==> src/rtl/gray_sync_decoder.sv <==
// Synchronizes an asynchronous Gray-coded word, decodes it to binary and tracks change direction and illegal jumps.
// Optional chg_count event counter is enabled with `define GRAY_SYNC_CHG_COUNT_EN.
module gray_sync_decoder #(
    parameter int WIDTH       = 4,
    parameter int SYNC_STAGES = 2
) (
    input  logic             clk,
    input  logic             rst_n,
    input  logic [WIDTH-1:0] gray_in,
    input  logic             err_clr,
    output logic [WIDTH-1:0] bin_out,
    output logic             chg,
    output logic             dir_up,
    output logic             step_err
`ifdef GRAY_SYNC_CHG_COUNT_EN
    ,
    output logic [15:0]      chg_count
`endif
);

    typedef enum logic [1:0] {
        S_INIT,
        S_TRACK,
        S_FAULT
    } state_t;

    // S_INIT waits until post-reset data has crossed the synchronizer before loading.
    localparam logic [2:0] INIT_WAIT = 3'(SYNC_STAGES);

    logic [WIDTH-1:0] sync_q [SYNC_STAGES];
    logic [WIDTH-1:0] sg;
    logic [WIDTH-1:0] b;
    logic [WIDTH-1:0] diff;
    logic             any_chg;
    logic             multi_chg;

    state_t           state_q,    state_d;
    logic [2:0]       init_cnt_q, init_cnt_d;
    logic [WIDTH-1:0] sg_prev_q,  sg_prev_d;
    logic [WIDTH-1:0] bin_q,      bin_d;
    logic             chg_q,      chg_d;
    logic             dir_q,      dir_d;
    logic             err_q,      err_d;

    // NOTE: every synchronizer stage is reset as well, so no stale pre-reset value can leak into the decode.
    always_ff @(posedge clk) begin
        if (!rst_n) begin
            for (int i = 0; i < SYNC_STAGES; i++) sync_q[i] <= '0;
        end else begin
            sync_q[0] <= gray_in;
            for (int i = 1; i < SYNC_STAGES; i++) sync_q[i] <= sync_q[i-1];
        end
    end

    assign sg = sync_q[SYNC_STAGES-1];

    always_comb begin
        logic acc;
        acc = 1'b0;
        b   = '0;
        for (int i = WIDTH - 1; i >= 0; i--) begin
            acc  = acc ^ sg[i];
            b[i] = acc;
        end
    end

    // More than one set bit in diff means diff & (diff-1) is non-zero.
    assign diff      = sg ^ sg_prev_q;
    assign any_chg   = |diff;
    assign multi_chg = |(diff & (diff - WIDTH'(1)));

    // NOTE: every output of this block gets a default first, so no latch is inferred on any path.
    always_comb begin
        state_d    = state_q;
        init_cnt_d = init_cnt_q;
        sg_prev_d  = sg_prev_q;
        bin_d      = bin_q;
        chg_d      = 1'b0;
        dir_d      = dir_q;
        err_d      = err_q;
        unique case (state_q)
            S_INIT: begin
                if (init_cnt_q == INIT_WAIT) begin
                    bin_d     = b;
                    sg_prev_d = sg;
                    err_d     = 1'b0;
                    state_d   = S_TRACK;
                end else begin
                    init_cnt_d = init_cnt_q + 3'd1;
                end
            end
            S_TRACK, S_FAULT: begin
                if (any_chg) begin
                    bin_d     = b;
                    sg_prev_d = sg;
                    chg_d     = 1'b1;
                    if (!multi_chg) dir_d = (b == bin_q + WIDTH'(1));
                end
                // A new illegal jump outranks a simultaneous clear request.
                if (any_chg && multi_chg) begin
                    err_d   = 1'b1;
                    state_d = S_FAULT;
                end else if (state_q == S_FAULT && err_clr) begin
                    err_d   = 1'b0;
                    state_d = S_TRACK;
                end
            end
            default: state_d = S_INIT;
        endcase
    end

    // NOTE: sequential state uses non-blocking assignments only.
    always_ff @(posedge clk) begin
        if (!rst_n) begin
            state_q    <= S_INIT;
            init_cnt_q <= '0;
            sg_prev_q  <= '0;
            bin_q      <= '0;
            chg_q      <= 1'b0;
            dir_q      <= 1'b0;
            err_q      <= 1'b0;
        end else begin
            state_q    <= state_d;
            init_cnt_q <= init_cnt_d;
            sg_prev_q  <= sg_prev_d;
            bin_q      <= bin_d;
            chg_q      <= chg_d;
            dir_q      <= dir_d;
            err_q      <= err_d;
        end
    end

    assign bin_out  = bin_q;
    assign chg      = chg_q;
    assign dir_up   = dir_q;
    assign step_err = err_q;

`ifdef GRAY_SYNC_CHG_COUNT_EN
    logic [15:0] chg_count_q, chg_count_d;

    always_comb begin
        chg_count_d = chg_count_q;
        if (chg_q && chg_count_q != 16'hFFFF) chg_count_d = chg_count_q + 16'd1;
    end

    always_ff @(posedge clk) begin
        if (!rst_n) chg_count_q <= '0;
        else        chg_count_q <= chg_count_d;
    end

    assign chg_count = chg_count_q;
`endif

endmodule

==> config.mk <==
export PLATFORM = sky130hd
export DESIGN_NAME = gray_sync_decoder
export DESIGN_NICKNAME = d
export VERILOG_FILES = /design/src/rtl/gray_sync_decoder.sv
export SDC_FILE = /design/constraint.sdc
export NUM_CORES = 1
export LEC_CHECK = 0
export ABC_AREA = 0
export ABC_CLOCK_PERIOD_IN_PS = 2340
export CAP_MARGIN = 25
export CORE_ASPECT_RATIO = 1.1
export CORE_MARGIN = 5
export CORE_UTILIZATION = 55
export DETAILED_ROUTE_END_ITERATION = 8
export GPL_TIMING_DRIVEN = 0
export MAX_ROUTING_LAYER = met4
export PLACE_DENSITY = 0.9
export SETUP_SLACK_MARGIN = 0.02
export SYNTH_ARGS = -nofsm -noshare
export SYNTH_HDL_FRONTEND = slang
export SYNTH_SLANG_ARGS = --single-unit
==> constraint.sdc <==
create_clock -name clk -period 2.34 [get_ports clk]
set_clock_uncertainty 0.1 [all_clocks]
set_input_delay 0.234 -clock clk [delete_from_list [all_inputs] [get_ports clk]]
set_output_delay 0.234 -clock clk [all_outputs]
set_load 0.02 [all_outputs]
== After elaboration in Yosys (flattened, before gate mapping) ==
Memories as Yosys holds them, arrays and structs flattened.
Index checks and enable logic that the tools add are counted.

* $add $sub $neg: 3
* Equality and inequality tests: 7
* Mux-type cells: 19
* Bitwise logic cells: 9
* Reduce and logical (&&, ||, !) cells: 13

{| class="wikitable"
|+ Operators with widths
! cell !! count
|-
| 4-bit 2-to-1 mux || 6
|-
| 4-bit case mux with 2 select lines || 2
|-
| 3-bit AND reduction || 3
|-
| 4-bit OR reduction || 2
|-
| 1-bit 2-to-1 mux || 6
|-
| 2-bit 2-to-1 mux || 3
|-
| 2-bit AND reduction || 3
|-
| 4-bit by 1-bit adder with 4-bit output, second input constant || 1
|-
| 4-bit bitwise AND || 1
|-
| 4-bit == test || 1
|-
| 2-bit != test, second input constant || 2
|-
| 2-bit case mux with 2 select lines || 1
|-
| 4-bit by 1-bit subtractor with 4-bit output, second input constant || 1
|-
| 4-bit bitwise XOR || 1
|-
| 3-bit by 1-bit adder with 3-bit output, second input constant || 1
|-
| 3-bit by 2-bit == test with 1-bit output, second input constant || 1
|-
| 3-bit != test, second input constant || 1
|-
| 1-bit bitwise XOR || 3
|-
| 2-bit by 1-bit == test with 1-bit output, second input constant || 1
|-
| 2-bit == test, second input constant || 1
|-
| 1-bit logical AND || 2
|-
| 2-bit zero test || 1
|-
| 1-bit NOT || 2
|-
| 1-bit bitwise OR || 2
|-
| 3 further kinds || 3
|}

* Bits in registers: 16
* Bits in writable memories: 8
* Bits of input ports: 7
* Output and inout port bits: 7
* Logic and storage cells: 59
* Memories: 1

{| class="wikitable"
|+ Memory list
! name !! depth !! width !! rd ports !! clocked after memory_dff !! write ports !! RTL line !! source
|-
| sync_q || 2 || 4 || 2 || 0 || 2 || 30 || <nowiki>logic [WIDTH-1:0] sync_q [SYNC_STAGES];</nowiki>
|}

== Depth between registers and ports, before layout ==
* Depth after elaboration: 7
* Mapped depth: 8
* Mapped depth without buffers: 7

== Worst setup path before layout ==
No wires, ideal clock.

* Kind: register to register
* Start: register state_q[0]
* End: register bin_q[1] (netlist: bin_out[1])
* Library setup time: 0.116 ns
* Arrival: 1.549 ns
* Data required time: 2.124 ns
* Slack: 0.575 ns
* Stages on the path, launching flop included: 8
* Path buffers: 1
* Clock period less this slack: 1.765 ns
* Cell sequence: dfxtp_1 -> inv_1 -> ha_1 -> clkbuf_1 -> a21oi_2 -> a31oi_4 -> mux2i_1 -> nor2b_1

* Word-level cells in the longest chain between the ends: 4
* Elaborated cells on any way between the ends: 9
* Classes of those cells: 4 x eq/ne; 1 x mux; 4 x reduce/logical

{| class="wikitable"
|+ RTL lines
! element !! RTL line !! source
|-
| from (decl) || 37 || <nowiki>state_t state_q, state_d;</nowiki>
|-
| from (signal assigned) || 123 || <nowiki>state_q <= state_d;</nowiki>
|-
| 2-bit == test or 2-bit by 1-bit == test with 1-bit output (tied branches) || 81 || <nowiki>unique case (state_q)</nowiki>
|-
| 2-bit OR reduction || 81 ||
|-
| 2-bit != test (no line) or 2-bit nonzero test (tied branches) || -- ||
|-
| 3-bit AND reduction (no line) || -- ||
|-
| to (signal assigned) || 126 || <nowiki>bin_q <= bin_d;</nowiki>
|-
| to (decl) || 40 || <nowiki>logic [WIDTH-1:0] bin_q, bin_d;</nowiki>
|}

Several ways; a longest one is shown, not always the timed one.
A chain may end at the register's enable or synchronous reset.

== Worst setup path after layout ==
* Start: register state_q[1]
* End: register bin_q[2] (netlist: bin_out[2])

The elaborated chain is that of the path after synthesis.

==> run summary <==
The run finished with clean final reports. For the number of detailed-routing iterations run before antenna repair, the log shows 4. In this run the critical register-to-register path is launched from state_q[1].

The area growth from synthesis to layout is 14.5%. Largest stage delay on the critical path: 380 ps. For the synthesized net count, the log shows 147. Total power of the final layout: 1.23 mW. By area the synthesized netlist is led by dfxtp_1 (34%), xnor2_4 (6.2%), ha_1 (5.6%), mux2i_1 (5.2%), and2_1 (4.7%).

The critical path ends at bin_out[2]. The run gives 0.624 nW as the leakage power figure. TritonCTS created 3 clock buffers.

The combined buffer and inverter count along the critical path is 2, and the fmax is 0.502 GHz. The wire length of the first global-routing pass is 4080 um. The longest clock path from root to sink contains 2 buffers. Data on the critical path is required at its endpoint by 2450 ps. The distinct cell type count after synthesis is 43, and the number of antenna violations at the first check in global routing is 0. The logs give 0 for the number of max-slew violations in the final report and 134 for the number of instances in the synthesized netlist.

Final critical-path share of the clock period: 0.851. The slowest stage of the critical path belongs to the cell dfxtp_1. Setup repair after global routing left no endpoint under its margin.

The global routing usage on met3 is 0.0331. After detailed placement, the design holds a cell count of 177. The proportion of netlist area held by the largest area contributor is 0.343, and the post-CTS resize count is 0. The global-route usage over all layers was 0.155; the post-CTS clock slew at the launch and capture registers of the worst setup and hold paths was 120 ps. Entering global routing, the biggest net connects 13 pins. In this run the worst hold path is classified as reg -> reg. The signal on the critical path passes through inv_1 -> ha_1 -> clkbuf_1 -> a21oi_2 -> a31oi_4 -> mux2i_1 -> nor2b_1. The reported max-cap violation count is 0.

The number of buffers inserted for hold repair after clock tree synthesis came out at 0. The first routing iteration left 30 violations. The arrival time at the worst endpoint was 2110 ps. The run gives 0 ps as the final-layout setup total negative slack. The mean cell area of the mapped netlist was 10.0 um2. The logs give 0 for the post-CTS setup-driven buffer insertion count and 1850 um for the half-perimeter wire length of the detailed placement result. The initial standard-cell utilization of the core is 0.584.

Number of cells traversed by the worst register-to-register path: 7. Setup violations remaining at the end of the flow were counted as 0. The total wire length after detailed routing came out at 2370 um. The fraction of met1 tracks used by global routing came out at 0.155. The endpoint identified for the worst register-to-register timing path is bin_out[2]. The met2 track demand over resource in global routing is 0.281.

The via count of the first global-routing pass is 993, and the worst IR drop on VDD is 0.679 mV. The critical path runs through a total of 7 cells. The total number of vias is 988. The count of non-filler cells in the finished layout is 181, and the count of endpoints failing hold in the final timing report is 0. Tracing the worst setup path back leads to its startpoint at state_q[1]. Counting flops and latches in the post-synthesis netlist gives 23. Dividing the detail-routed wire length by the instance count gives 13.1 um. STA classifies the critical path endpoint as a flop.

STA classifies the critical path startpoint as a flop. Cell row count: 18. Cell type with the largest total area after synthesis: dfxtp_1.

Shortest clock period the worst path allows after layout: 1990 ps. In this run the cell area of the synthesized design comes to 1340 um2. The number of sinks driven by the clock tree is 23, and the slew of the pin with the lowest slew margin is 478 ps. 14 I/O pins were placed. The sequential area share after synthesis is 0.343. The fraction of layout instances using a drive strength above 1 came out at 0.132. In this run the standard cell core region covers 2300 um2.

In this run the worst path has a maximum fanout of 8. In the final design database the tool counted 165 nets. The tools report the number of inserted diodes as 0. The detail route stage leaves a number of antenna-violating nets equal to 0.

The die span in y is 61.8 um. Number of H-tree branching levels: 1. TritonCTS built the clock tree. Die span in x: 57.1 um. met2 is the most crowded layer.

The number of flops mapped to enable cells by yosys is 0. In the routed design, unresolved DRC markers number 0. In this run the tool buffered the top-level ports with 13 buffer cells. The tools report the number of warning messages in the yosys log as 0. The die covers 3530 um2. The number of vias per cell is 5.46, and the power per cell area is 800 nW/um2.

Share of flip-flops with an asynchronous set or reset after synthesis: 0. The worst slew margin relative to its limit was 0.680. In this run the clock root is driven by a clkbuf_4. The setup path with the least slack is of type reg -> reg. In the synthesized netlist the dominant register cell turns out to be dfxtp_1.

In this run the register-to-register setup slack is 350 ps. The congestion estimate from routability-driven global placement came to 0.832. The total grt overflow is 0.

At the later pin of the worst-skew pair, clock insertion delay measures 310 ps. The critical path's top delay family was compound AO/OA/AOI/OAI gates.
## registers in the layout, summed over array words and instances (netlist names)
name,cells
step_err,1
dir_up,1
bin_out,3
state_q,2
sync_q,8
chg,1
sg_prev_q,4
init_cnt_q,3
## cell usage in the layout (no fill, tap or decap), types with 6 or more instances in the layout
master / count
xor2_1: 6
mux2i_1: 7
and2_1: 10
nand2_1: 10
clkdlybuf4s50_1: 13
xnor2_1: 7
dfxtp_1: 23
ha_1: 6
inv_1: 6
nor2b_1: 7
## worst min path at each step
stage,startpoint,to,slack [ps],cells past startpoint
CTS,sync_q[0][2],sync_q[0][6],350,1
floorplan,gray_in[0],sync_q[0][0],260,1
global placement,sync_q[0][2],sync_q[0][6],310,1
global route,gray_in[2],sync_q[0][2],380,2
finish,sync_q[0][2],sync_q[0][6],340,1
detailed placement,sync_q[0][2],sync_q[0][6],320,1
## metrics by stage
step	worst slack, ps	utilization	hold slack (ps)	instance area [um2]
finish	348	0.668	345	1540
floorplan	575	-	261	1340
detailed placement	335	0.657	321	1510
CTS	319	0.668	350	1540
global placement	416	0.657	313	1510
global route	157	0.668	377	1540
## cell families (layout without fill, tap and decap cells)
kind of cell	Yosys count	after routing	share of synthesized area
compound gates	22	22	0.144
xor+xnor	17	17	0.159
fa+ha+maj	6	6	0.0560
buf+inv	13	30	0.0476
flops	23	23	0.343
mux	7	7	0.0522
simple gates	46	46	0.199
## per-layer routing
metal / wire length (um) / up-vias
met5: 0 / -
met4: 39 / 0
met3: 102 / 5
met2: 1240 / 21
met1: 988 / 473
li1: - / 489
## worst register-to-register path, stage by stage (launching register included)
cell      delay, ps
dfxtp_1         380
inv_1            70
ha_1            270
clkbuf_1        310
a21oi_2         210
a31oi_4         270
mux2i_1         240
nor2b_1          70
## synth_stat cells (2+ instances only)
cell type and instances:
o211a_1 2, xor2_1 6, clkbuf_1 4, a31oi_1 3, mux2i_1 7, a21oi_1 3, buf_4 2, inv_1 6
nand3_1 3, a21boi_0 2, xnor2_1 7, nor2b_1 7, nand2_1 10, and2_1 10, dfxtp_1 23, xnor2_4 3
nor2_1 5, ha_1 6
## where the power goes
part | internal (mW) | switching [mW] | total, mW
sequential | 0.443 | 0.0508 | 0.494
clock | 0.0665 | 0.112 | 0.179
combinational | 0.267 | 0.289 | 0.555
total | 0.776 | 0.452 | 1.23
## area by class of cell
| cell class | instances | area [um2] |
|---|---|---|
| Buffer | 7 | 41.3 |
| Clock buffer | 4 | 26.3 |
| Fill cell | 188 | 762 |
| Inverter | 6 | 22.5 |
| Multi-Input combinational cell | 98 | 817 |
| Sequential cell | 23 | 460 |
| Tap cell | 30 | 37.5 |
| Timing Repair Buffer | 13 | 130 |
No activity file was read; power rests on OpenSTA's default activity.
